===== src/rtl/hazard_stall_controller_if.sv =====
// Hazard/control bundle between the pipeline hazard sources and the stall controller.
// master: hazard sources (forwarding unit, EX stage, data memory) that consume the stage controls.
// slave : the stall controller itself.
interface hazard_stall_controller_if #(
  parameter int CNT_W = 16
);
  logic             busy;
  logic             branch_taken;
  logic             jump;
  logic             mem_wait;
  logic             pc_en;
  logic             ifid_en;
  logic             idex_en;
  logic             exmem_en;
  logic             ifid_flush;
  logic             idex_flush;
  logic [CNT_W-1:0] stall_count;
  logic [CNT_W-1:0] flush_count;
  logic [CNT_W-1:0] freeze_count;

  modport master (
    output busy, branch_taken, jump, mem_wait,
    input  pc_en, ifid_en, idex_en, exmem_en, ifid_flush, idex_flush,
    input  stall_count, flush_count, freeze_count
  );

  modport slave (
    input  busy, branch_taken, jump, mem_wait,
    output pc_en, ifid_en, idex_en, exmem_en, ifid_flush, idex_flush,
    output stall_count, flush_count, freeze_count
  );
endinterface


===== src/rtl/hazard_stall_controller.sv =====
// Pipeline hazard stall/flush controller.
// Mealy control outputs: a memory wait freezes the whole pipe, a redirect flushes IF/ID and
// ID/EX, a load-use hazard holds PC/IF-ID and bubbles ID/EX. Multi-cycle stalls/flushes are
// tracked by a small state machine; saturating counters record hazard cycles for debug.
module hazard_stall_controller #(
  parameter int LOAD_STALL_CYCLES = 1,
  parameter int FLUSH_CYCLES      = 2,
  parameter int CNT_W             = 16
) (
  input  logic                     clk,
  input  logic                     reset2,
  hazard_stall_controller_if.slave bus
);

  localparam int MAX_CYCLES = (LOAD_STALL_CYCLES > FLUSH_CYCLES) ? LOAD_STALL_CYCLES : FLUSH_CYCLES;
  localparam int CW         = $clog2(MAX_CYCLES + 1);

  localparam logic [1:0] RUN   = 2'd0;
  localparam logic [1:0] STALL = 2'd1;
  localparam logic [1:0] FLUSH = 2'd2;

  logic [1:0]       state, state_nxt;
  logic [CW-1:0]    cnt, cnt_nxt;
  logic [CNT_W-1:0] stall_q, flush_q, freeze_q;
  logic             redirect;
  logic             do_freeze, do_flush, do_stall;

  assign redirect = bus.branch_taken | bus.jump;

  // Classify this cycle by priority: freeze > flush (redirect or ongoing) > stall > normal.
  always_comb begin
    // NOTE: every variable gets a default first so no path leaves it unassigned (no latch).
    do_freeze = 1'b0;
    do_flush  = 1'b0;
    do_stall  = 1'b0;
    if (bus.mem_wait) begin
      do_freeze = 1'b1;
    end else if (redirect || state == FLUSH) begin
      do_flush = 1'b1;
    end else if (bus.busy || state == STALL) begin
      do_stall = 1'b1;
    end
  end

  // Stage controls; all forced low while reset is asserted.
  assign bus.pc_en      = reset2 & ~do_freeze & ~do_stall;
  assign bus.ifid_en    = reset2 & ~do_freeze & ~do_stall;
  assign bus.idex_en    = reset2 & ~do_freeze;
  assign bus.exmem_en   = reset2 & ~do_freeze;
  assign bus.ifid_flush = reset2 & do_flush;
  assign bus.idex_flush = reset2 & (do_flush | do_stall);

  // Next state: freeze holds; a redirect (re)starts FLUSH from any state; cnt counts down extra cycles.
  always_comb begin
    state_nxt = state;
    cnt_nxt   = cnt;
    if (do_freeze) begin
      state_nxt = state;
      cnt_nxt   = cnt;
    end else if (redirect) begin
      if (FLUSH_CYCLES > 1) begin
        state_nxt = FLUSH;
        cnt_nxt   = CW'(FLUSH_CYCLES - 1);
      end else begin
        state_nxt = RUN;
        cnt_nxt   = '0;
      end
    end else if (state == FLUSH || state == STALL) begin
      if (cnt <= CW'(1)) begin
        state_nxt = RUN;
        cnt_nxt   = '0;
      end else begin
        cnt_nxt = cnt - CW'(1);
      end
    end else if (bus.busy) begin
      if (LOAD_STALL_CYCLES > 1) begin
        state_nxt = STALL;
        cnt_nxt   = CW'(LOAD_STALL_CYCLES - 1);
      end else begin
        state_nxt = RUN;
        cnt_nxt   = '0;
      end
    end else begin
      state_nxt = RUN;
      cnt_nxt   = '0;
    end
  end

  // State register and saturating hazard-cycle counters; exactly one counter moves per hazard cycle.
  always_ff @(posedge clk or negedge reset2) begin
    if (!reset2) begin
      state    <= RUN;
      cnt      <= '0;
      stall_q  <= '0;
      flush_q  <= '0;
      freeze_q <= '0;
    end else begin
      // NOTE: sequential state uses non-blocking assignments so every register samples pre-edge values.
      state <= state_nxt;
      cnt   <= cnt_nxt;
      if (do_stall && stall_q != '1)   stall_q  <= stall_q + CNT_W'(1);
      if (do_flush && flush_q != '1)   flush_q  <= flush_q + CNT_W'(1);
      if (do_freeze && freeze_q != '1) freeze_q <= freeze_q + CNT_W'(1);
    end
  end

  assign bus.stall_count  = stall_q;
  assign bus.flush_count  = flush_q;
  assign bus.freeze_count = freeze_q;

endmodule


===== src/flat_wrapper.sv =====
// flat-port wrapper written by rule: the top's interface ports become plain ports
module hazard_stall_controller_flat 
#(
  parameter int LOAD_STALL_CYCLES = 1,
  parameter int FLUSH_CYCLES      = 2,
  parameter int CNT_W             = 16
)
  (clk, reset2, bus_busy, bus_branch_taken, bus_jump, bus_mem_wait, bus_pc_en, bus_ifid_en, bus_idex_en, bus_exmem_en, bus_ifid_flush, bus_idex_flush, bus_stall_count, bus_flush_count, bus_freeze_count);
  hazard_stall_controller_if #(.CNT_W(CNT_W)) bus_i ();
  input  logic clk;
  input  logic reset2;
  input wire logic [$bits(bus_i.busy)-1:0] bus_busy;
  input wire logic [$bits(bus_i.branch_taken)-1:0] bus_branch_taken;
  input wire logic [$bits(bus_i.jump)-1:0] bus_jump;
  input wire logic [$bits(bus_i.mem_wait)-1:0] bus_mem_wait;
  output wire logic [$bits(bus_i.pc_en)-1:0] bus_pc_en;
  output wire logic [$bits(bus_i.ifid_en)-1:0] bus_ifid_en;
  output wire logic [$bits(bus_i.idex_en)-1:0] bus_idex_en;
  output wire logic [$bits(bus_i.exmem_en)-1:0] bus_exmem_en;
  output wire logic [$bits(bus_i.ifid_flush)-1:0] bus_ifid_flush;
  output wire logic [$bits(bus_i.idex_flush)-1:0] bus_idex_flush;
  output wire logic [$bits(bus_i.stall_count)-1:0] bus_stall_count;
  output wire logic [$bits(bus_i.flush_count)-1:0] bus_flush_count;
  output wire logic [$bits(bus_i.freeze_count)-1:0] bus_freeze_count;
  assign bus_i.busy = bus_busy;
  assign bus_i.branch_taken = bus_branch_taken;
  assign bus_i.jump = bus_jump;
  assign bus_i.mem_wait = bus_mem_wait;
  assign bus_pc_en = bus_i.pc_en;
  assign bus_ifid_en = bus_i.ifid_en;
  assign bus_idex_en = bus_i.idex_en;
  assign bus_exmem_en = bus_i.exmem_en;
  assign bus_ifid_flush = bus_i.ifid_flush;
  assign bus_idex_flush = bus_i.idex_flush;
  assign bus_stall_count = bus_i.stall_count;
  assign bus_flush_count = bus_i.flush_count;
  assign bus_freeze_count = bus_i.freeze_count;
  hazard_stall_controller #(.LOAD_STALL_CYCLES(LOAD_STALL_CYCLES), .FLUSH_CYCLES(FLUSH_CYCLES), .CNT_W(CNT_W)) u_core (.clk(clk), .reset2(reset2), .bus(bus_i));
endmodule

===== config.mk =====
export PLATFORM = sky130hd
export DESIGN_NAME = hazard_stall_controller_flat
export DESIGN_NICKNAME = d
export VERILOG_FILES = /design/src/rtl/hazard_stall_controller_if.sv /design/src/rtl/hazard_stall_controller.sv /design/src/flat_wrapper.sv
export SDC_FILE = /design/constraint.sdc
export NUM_CORES = 1
export LEC_CHECK = 0
export CAP_MARGIN = 5
export CELL_PAD_IN_SITES_DETAIL_PLACEMENT = 2
export CELL_PAD_IN_SITES_GLOBAL_PLACEMENT = 2
export CORE_MARGIN = 3
export CORE_UTILIZATION = 28
export DETAILED_ROUTE_END_ITERATION = 8
export PLACE_DENSITY = 0.73
export SETUP_SLACK_MARGIN = 0.3
export SYNTH_ARGS = -nofsm -noshare
export SYNTH_HDL_FRONTEND = slang
export SYNTH_SLANG_ARGS = --single-unit

===== constraint.sdc =====
create_clock -name clk -period 1.9 [get_ports clk]
set_clock_uncertainty 0.05 [all_clocks]
set_input_delay 0.38 -clock clk [delete_from_list [all_inputs] [get_ports clk]]
set_output_delay 0.38 -clock clk [all_outputs]
set_load 0.005 [all_outputs]

# After elaboration in Yosys (flattened, before gate mapping)
# Index checks and enable logic that the tools add are counted.
dict set report classes {
  n_addsub 4
  magnitude_cmp 1
  eq_ne 6
  mux 12
  n_bitwise 8
  reduce_logical 7
}
# operator n
set op_table {}
lappend op_table {{adder 16 x 1 -> 16 bit, second input constant} 3}
lappend op_table {{inequality test 16 bit, second input constant} 3}
lappend op_table {{2-to-1 mux 2 bit} 6}
lappend op_table {{2-to-1 mux 1 bit} 6}
lappend op_table {{bitwise AND 1 bit} 4}
lappend op_table {{logical AND 1 bit} 3}
lappend op_table {{logical OR 1 bit} 3}
lappend op_table {{inequality test 3 x 2 -> 1 bit, second input constant} 1}
lappend op_table {{equality test 2 x 1 -> 1 bit, second input constant} 1}
lappend op_table {{equality test 2 bit, second input constant} 1}
lappend op_table {{<= comparator 2 x 1 -> 1 bit, second input constant} 1}
lappend op_table {{NOT 1 bit} 2}
lappend op_table {{OR 1 bit} 2}
lappend op_table {{AND reduction 2 bit} 1}
lappend op_table {{subtractor 2 x 1 -> 2 bit, second input constant} 1}
dict set report word_totals {
  reg_bits 52
  in_bits 6
  output_inout_bits 54
}

# Longest topological paths before layout
# Gate-level depths: netlist (run 1).
dict set report depth {
  ltp_word 7
  mapped_depth 5
  ltp_nobuf 5
}

# Worst setup path after synthesis (run 1)
# OpenSTA, ideal clock, no wires.
dict set report synth_path {
  path_type {reg2reg}
  start {register u_core.freeze_q[0], in the netlist u_core.bus.freeze_count[0]}
  end {register u_core.freeze_q[7], in the netlist u_core.bus.freeze_count[7]}
  arrival_ns 1.709
  required_time_ns 1.770
  setup_slack_ns 0.062
  stages_incl_launch_ff 6
  period_less_slack_ns 1.838
  path_cell_list {dfrtp_1 -> ha_1 -> nand2_1 -> or4_2 -> nand4_1 -> xnor2_1}
}
dict set report synth_via {
  elab_chain_len 2
}
# element line
set synth_rtl {}
lappend synth_rtl {{start, declared} hazard_stall_controller.sv:24} ;# logic [CNT_W-1:0] stall_q, flush_q, freeze_q;
lappend synth_rtl {{start signal, assigned} hazard_stall_controller.sv:103} ;# if (do_freeze && freeze_q != '1) freeze_q <= freeze_q + CNT_W'(1);
lappend synth_rtl {{branches (longest 2 deep; another with adder 16 x 1 -> 16 bit)} -}
# Parallel ways; which one is timed is not known.
# A chain may end at the register's enable or synchronous reset.

# Worst setup path in the final report (run 1)
dict set report layout_path {
  start {register u_core.stall_q[0], in the netlist u_core.bus.stall_count[0]}
  end {register u_core.stall_q[8], in the netlist u_core.bus.stall_count[8]}
}
dict set report layout_via {
  elab_chain_len 2
}
# element line
set layout_rtl {}
lappend layout_rtl {{start, declared} hazard_stall_controller.sv:24}
lappend layout_rtl {{start signal, assigned} hazard_stall_controller.sv:101} ;# if (do_stall && stall_q != '1) stall_q <= stall_q + CNT_W'(1);
lappend layout_rtl {{branches (longest 2 deep; another with adder 16 x 1 -> 16 bit)} -}
# Parallel ways; which one is timed is not known.

==> results.md, run 1 <==
* GP Congestion at 0.818
* Crit-path max cell delay at 420 ps
* Clock edge transition at the registers on the reported setup and hold paths at 110 ps
* Largest net degree at the start of global routing at 52
* Worst reg2reg path depth at 7
* Async S/R FF share, synth at 100%
* Number of global-route vias before repair at 2848
* CP endpoint kind: flop
* Antenna diodes at 0
* Post-layout util at 50.8%
* Yosys warnings at 0
* Hold-fix buffer count after cts at 0
* CP required at 2070 ps
* Run status: complete, no violations
* Critical R2R Launch: u_core.bus.stall_count[0]
* Prevailing post-synth register cell: dfrtp_1
* Max Slew Vio Count at 0
* Root Buffer: clkbuf_8
* Number of cells on the critical path at 7
* Post-Syn Nets at 253
* FF-to-FF End: u_core.bus.stall_count[8]
* Clock Sink Count at 51
* Hold/Removal Path Class: in -> async
* R2R Setup Slk at 90 ps
* Most frequent cells in the layout: 92 x buf_4, 48 x dlygate4sd2_1, 38 x dfrtp_1, 23 x xnor2_1, 18 x nand4_1
* CP Buf/Inv Count at 2
* Register area share after synthesis at 49.5%
* Fmax at 551 MHz
* Global Route Usage Sum at 18.0%
* Initial DRC Count at 59
* Layout cells sized above 1 at 46.0%
* FP Rows at 34
* Starting density of the core at 29.1%
* Synth Area per Inst at 10.6 um2
* Area of the core at 8850 um2
* Max FO, Critical Path at 4
* #FFs+latches synth at 51
* Num CTS Buffers at 5
* IO Port Bufs at 59
* Final hold violation count at 0
* Leakage at 2.26 nW
* Worst-Margin Slew at 698 ps
* CP Data Arrival Time at 1990 ps
* Routed vias/inst at 5.10
* Clk_lat worst skew at 310 ps
* DP Area at 3530 um2
* Crit share post-route at 95.5%
* CTS Buffer Depth at 2
* Overall power at 0.00405 W
* CTS tree: done
* Synthesized instance count at 244
* Die Wd at 102 um
* CP startpoint: u_core.bus.stall_count[0]
* First drt pass iteration count at 4
* Crit path kind: reg -> reg
* Remaining Overflow, GRT at 0
* Area Overhead vs Synth at 74.4%
* Power per cell area at 902 nW/um2
* Post-synth EDFFs at 0
* RSZ-0062 raised after global routing: true
* Max transition margin at 53.5%
* Die footprint at 10400 um2
* Crit path cell chain: buf_6 -> ha_4 -> and3_4 -> nand3_4 -> buf_6 -> nor3_4 -> xor2_1
* Layout Nets at 417
* Critical Path End: u_core.bus.stall_count[8]
* Via count at 2636
* Worst Setup Start Kind: flop
* Die Ht at 102 um
* Distinct cell type count after synthesis at 42
* Post-DR wirelength/cell at 21.2 um
* Initial antenna violation count at 0
* First-pass GRT wire length at 14.9 mm
* Crit path setup slack, layout at 85.1 ps
* Commonest non-fill, non-tap cell in the layout: buf_4
* DRC at 0
* WL final at 11.0 mm
* Slowest-stage cell, CP: dfrtp_1
* Synth Cell Area at 2580 um2
* CP most frequent cell: buf_6
* IO Count at 60
* Post-DRT Antenna Nets at 0
* Finished layout cell area at 4500 um2
* H-tree depth at 2
* DP Worst Slack at -405 ps
* Setup violators final at 0
* Delay-heaviest family, CP: simple AND/OR/NAND/NOR gates
* VDD IR max at 0.589 mV
* Final worst path period need at 1810 ps
* FILL cells at 912
* Max Cap Viol at 0
* Hpwl dp at 5.52 mm
sequential cells by signal (all words and copies together), names as in the netlist:
| signal | count |
|---|---|
| u_core.state | 1 |
| u_core.bus.flush_count | 16 |
| u_core.bus.freeze_count | 16 |
| u_core.bus.stall_count | 16 |
| u_core.cnt | 2 |
metrics by stage:
step	TNS [ps]	instances	hold WS, ps
after floorplan	0	244	34.4
after global placement	-6770	435	423
after detailed placement	-8720	435	443
after CTS	0	497	228
after global routing	0	517	245
final	0	517	189
cell families (layout without fill, tap and decap cells):
family	Yosys count	in the layout	share of synthesized area [%]
xor gates and xnor gates	33	33	11.2
and+or+nand+nor	114	114	25.7
buffers and inverters	13	178	2.52
muxes	7	7	3.06
DFF	51	51	49.5
AOI/OAI and AO/OA	23	23	6.51
adders and majority gates	3	3	1.46
layer usage:
layer	track usage [%]	vias up	share of wire (%)
li1	-	1214	-
met1	23.3	1352	41
met2	32.7	56	55
met3	2.05	14	2.6
met4	3.03	0	1.1
met5	0	-	0
what timing repair did:
action,4_1_cts,5_1_grt
endpoints found under the hold margin,0,0
pin swaps,17,21
buffers inserted,54,20
setup endpoints to repair,99,45
cloned,0,0
resized for setup,112,48
power by group:
part / switching (W) / internal (W)
Clock: 0.000401 / 0.000527
Combinational: 0.000774 / 0.000897
Sequential: 0.000171 / 0.00128
Total: 0.00135 / 0.00271
synth_stat cells (all sizes together), types with 2 or more instances:
cell | instances | area (um2)
a21oi | 4 | 20.0
and2 | 3 | 18.8
and3 | 8 | 51.3
and4 | 5 | 43.8
buf | 4 | 31.3
clkbuf | 4 | 15.0
dfrtp | 51 | 1280
ha | 3 | 37.5
inv | 5 | 18.8
mux2 | 7 | 78.8
nand2 | 18 | 67.6
nand3 | 16 | 80.1
nand4 | 19 | 125
nand4b | 5 | 43.8
nor2 | 12 | 45.0
nor2b | 3 | 18.8
nor3 | 11 | 55.1
nor3b | 3 | 27.5
nor4 | 4 | 31.3
o21a | 4 | 30.0
o21ai | 9 | 45.0
or2 | 2 | 12.5
or4 | 2 | 20.0
xnor2 | 23 | 201
xor2 | 10 | 87.6
worst min-delay path by stage:
stage                                          start                    endpoint  cells after the start
after global placement    u_core.bus.flush_count[11]  u_core.bus.flush_count[11]                      1
after CTS                                     reset2   u_core.bus.stall_count[0]                      2
after detailed placement  u_core.bus.flush_count[15]  u_core.bus.flush_count[15]                      1
after floorplan                               reset2   u_core.bus.flush_count[0]                      0
final                                         reset2               u_core.cnt[0]                      2
after global routing                          reset2  u_core.bus.freeze_count[8]                      2
cell type report:
class / count / area (um2) / area share, %
inverter: 5 / 18.8 / 0.417
clock inverter: 2 / 60.1 / 1.34
multi-input combinational: 180 / 1560 / 34.7
timing repair buffer: 165 / 1360 / 30.2
tap: 108 / 135 / 3.01
clock buffer: 6 / 72.6 / 1.61
sequential: 51 / 1290 / 28.8
No activity file was read; power rests on OpenSTA's default activity.
==> inputs of run 2 (changes only) <==
Settings changed: CTS_CLUSTER_DIAMETER from default to 100.
Clock period 1.9 ns to 1.5 ns, I/O delays scaled along.
==> run 2 against run 1 <==
- the flow now stops in 5_1_grt
- area after synthesis stayed put
- synthesized cell count stayed put
==> results.md, run 2 <==
* Largest net degree at the start of global routing at 52
* Async S/R FF share, synth at 100% (unchanged)
* Num CTS Buffers at 5 (unchanged)
* Crit. endpoint post-GRT repair: u_core.bus.stall_count[3]$_DFFE_PN0P_/D
* FP Rows at 34 (unchanged)
* Register area share after synthesis at 49.5% (unchanged)
* WEP type: register input
* Largest cells by area after synthesis: dfrtp_1 50%, xnor2_1 7.8%, nand4_1 4.4%
* Synthesized instance count at 244 (unchanged)
* Starting density of the core at 29.1% (unchanged)
* IO Port Bufs at 59 (unchanged)
* H-tree depth at 2 (unchanged)
* Die Wd at 102 um (unchanged)
* Post-Syn Nets at 253 (unchanged)
* GP Congestion at 0.792 (-3.1%)
* Distinct cell type count after synthesis at 42 (unchanged)
* Yosys warnings at 0 (unchanged)
* Synth Cell Area at 2580 um2 (unchanged)
* CTS Buffer Depth at 2 (unchanged)
* IO Count at 60 (unchanged)
* Post-synth top cells: 51 x dfrtp_1, 23 x xnor2_1, 18 x nand2_1, 18 x nand4_1, 16 x nand3_1
* Post-synth EDFFs at 0 (unchanged)
* Cells after DPL at 486 (+12%)
* Biggest area consumer among synthesized cells: dfrtp_1
* Die Ht at 102 um (unchanged)
* Share of the synthesized area in the top cell type at 49.5% (unchanged)
* Top-count cell post-synth: dfrtp_1
* Run status: stopped before the end
* Last stage: 5_1_grt
* Initial antenna violation count at 0
* Root Buffer: clkbuf_8
* Synth Area per Inst at 10.6 um2 (unchanged)
* Clock Sink Count at 51 (unchanged)
* Hold-fix buffer count after cts at 0 (unchanged)
* #FFs+latches synth at 51 (unchanged)
* Prevailing post-synth register cell: dfrtp_1
* Hpwl dp at 6.94 mm (+26%)
* Run Error: [ERROR DPL-0033] detailed placement checks failed during check placement.
-- run 2: cell counts after synthesis --
No cell type changed its count.
-- run 2: metrics by stage --
step	instance area [um2]	setup WS (ps)	setup TNS, ps	hold WS [ps]
2_1_floorplan	2700	-259	-2130	-45.6
4_1_cts	5300	-280	-6290	172
3_5_place_dp	4000	-603	-23530	439
3_3_place_gp	4000	-600	-21430	430
-- run 2: kinds of logic after synthesis --
logic type / Yosys count / synth area share [%]
AOI/OAI and AO/OA: 23 / 6.51
xor gates and xnor gates: 33 / 11.2
adders and majority gates: 3 / 1.46
buffers and inverters: 13 / 2.52
DFF: 51 / 49.5
muxes: 7 / 3.06
and+or+nand+nor: 114 / 25.7
-- run 2: what timing repair did --
action                                 CTS
endpoints found under the hold margin    0
setup endpoints to repair              105
pin swaps                               53
setup buffers                           88
resized for setup                      387
==> inputs of run 3 (changes only) <==
Settings changed: CELL_PAD_IN_SITES_DETAIL_PLACEMENT 2 to default, CELL_PAD_IN_SITES_GLOBAL_PLACEMENT 2 to default, CORE_UTILIZATION 28 to 20, CTS_CLUSTER_DIAMETER 100 to default, PLACE_DENSITY 0.73 to default, PLACE_DENSITY_LB_ADDON from default to 0.15, SETUP_SLACK_MARGIN 0.3 to default.
Clock period 1.5 ns to 1.95 ns, I/O delays scaled along.
==> run 3 against run 2 <==
- the flow now finishes without violations
==> results.md, run 3 (synthesis gave the netlist of run 1 again) <==
* FP Rows at 40 (+18%)
* Layout cells sized above 1 at 18.3%
* RSZ-0062 raised after global routing: false
* Critical Path End: bus_exmem_en
* Layout Nets at 346
* First drt pass iteration count at 4
* CP Data Arrival Time at 1420 ps
* Die Ht at 120 um (+17%)
* Clock Sink Count at 51 (unchanged)
* CP startpoint: bus_mem_wait
* Cell-internal power at 0.00248 W
* Max Slew Vio Count at 0
* Area of the core at 12300 um2
* Most frequent cells in the layout: 51 x clkdlybuf4s50_1, 51 x dfrtp_1, 34 x buf_4, 23 x xnor2_1
* Psw at 0.00101 W
* Setup violators final at 0
* Clock edge transition at the registers on the reported setup and hold paths at 70 ps
* Worst reg2reg path depth at 4
* Cells after DPL at 497 (+2.3%)
* Post-DR wirelength/cell at 13.3 um
* CP endpoint kind: output port
* DRC at 0
* Worst Setup Start Kind: primary input
* Post-DRT Antenna Nets at 0
* Antenna diodes at 0
* Hpwl dp at 5.03 mm (-28%)
* WHS at 296 ps
* Reg power frac at 42.1%
* Critical R2R Launch: u_core.bus.freeze_count[15]
* Die footprint at 14300 um2
* Num CTS Buffers at 5 (unchanged)
* Area Overhead vs Synth at 46.8%
* CTS Buffer Depth at 2 (unchanged)
* Max Cap Viol at 0
* Worst-Margin Slew at 670 ps
* Initial DRC Count at 87
* Largest net degree at the start of global routing at 52
* Final hold violation count at 0
* Max transition margin at 55.3%
* Routed vias/inst at 4.31
* Via count at 2181
* VDD IR max at 0.594 mV
* IO Port Bufs at 59 (unchanged)
* Remaining Overflow, GRT at 0
* CP required at 1510 ps
* Initial antenna violation count at 0
* Combinational fraction of design power at 28.0%
* Hold/Removal Path Class: in -> async
* GP Congestion at 0.754 (-4.9%)
* First-pass GRT wire length at 11.2 mm
* Clk_lat worst skew at 290 ps
* Global Route Usage Sum at 9.65%
* IO Count at 60 (unchanged)
* Root Buffer: clkbuf_16
* Run status: complete, no violations
* R2R Setup Slk at 120 ps
* Sw Share at 28.9%
* Crit share post-route at 95.5%
* Leakage at 1.61 nW
* Non-Filler Instances at 506
* H-tree depth at 2 (unchanged)
* WL final at 6.73 mm
* Number of global-route vias before repair at 2207
* CTS tree: done
* Fmax at 537 MHz
* Clk pwr share at 29.9%
* Die Wd at 120 um (+17%)
* Crit path kind: in -> out
* Final worst path period need at 1860 ps
* Power per cell area at 923 nW/um2
* Max FO, Critical Path at 4
* Starting density of the core at 20.9% (-8.2 points)
* FF-to-FF End: u_core.bus.freeze_count[1]
-- run 3: critical path, cell delays in order --
cell and delay (ps):
dlygate4sd2_1 290, nand2b_4 170, inv_1 70, clkdlybuf4s50_1 500
-- run 3: how the worst min path moves through the flow --
stage	start	slack, ps	cells after the start	to
2_1_floorplan	reset2	40	0	u_core.bus.flush_count[0]
3_3_place_gp	u_core.bus.flush_count[7]	440	1	u_core.bus.flush_count[7]
3_5_place_dp	u_core.bus.flush_count[11]	450	1	u_core.bus.flush_count[11]
4_1_cts	reset2	320	2	u_core.bus.stall_count[6]
5_1_grt	reset2	370	2	u_core.bus.stall_count[6]
6_report	reset2	300	2	u_core.bus.stall_count[6]
-- run 3: routing by layer --
layer / vias up / part of all wire, % / global-route usage, %
met5: - / 0 / 0
met4: 0 / 0.83 / 2.15
met3: 5 / 5.4 / 2.78
met2: 48 / 45 / 14.9
met1: 1048 / 49 / 13.4
li1: 1080 / - / -
-- run 3: per-stage QoR --
step	total power, W	instance area (um2)	worst slack, ps	TNS [ps]	utilization [%]
after floorplan	0.00187	2580	112	0	-
after global placement	0.00249	3590	-344	-7720	29.2
after detailed placement	0.00249	3590	-330	-7780	29.2
after CTS	0.00358	3780	70.3	0	30.7
after global routing	0.00373	3780	6.14	0	30.7
final	0.00349	3780	88.3	0	30.7
-- run 3: area by class of cell --
cell class                      instances  area, um2
Clock inverter                          2       38.8
Timing Repair Buffer                   94        852
Fill cell                            1321       8530
Sequential cell                        51       1280
Clock buffer                            6        139
Tap cell                              168        210
Multi-Input combinational cell        180       1250
Inverter                                5       18.8
-- run 3: power groups by stage --
stage	Combinational, W	Sequential (W)	Clock, W
after floorplan	0.000389	0.00148	0
after global placement	0.000994	0.00149	0
after detailed placement	0.000998	0.00149	0
after CTS	0.00100	0.00148	0.00110
after global routing	0.00108	0.00151	0.00114
final	0.000979	0.00147	0.00104
-- run 3: what timing repair did --
| action | 4_1_cts | 5_1_grt |
|---|---|---|
| setup endpoints to repair | 7 | 0 |
| resized for setup | 9 | 0 |
| hold buffers | 0 | 0 |
| setup buffers | 1 | 0 |
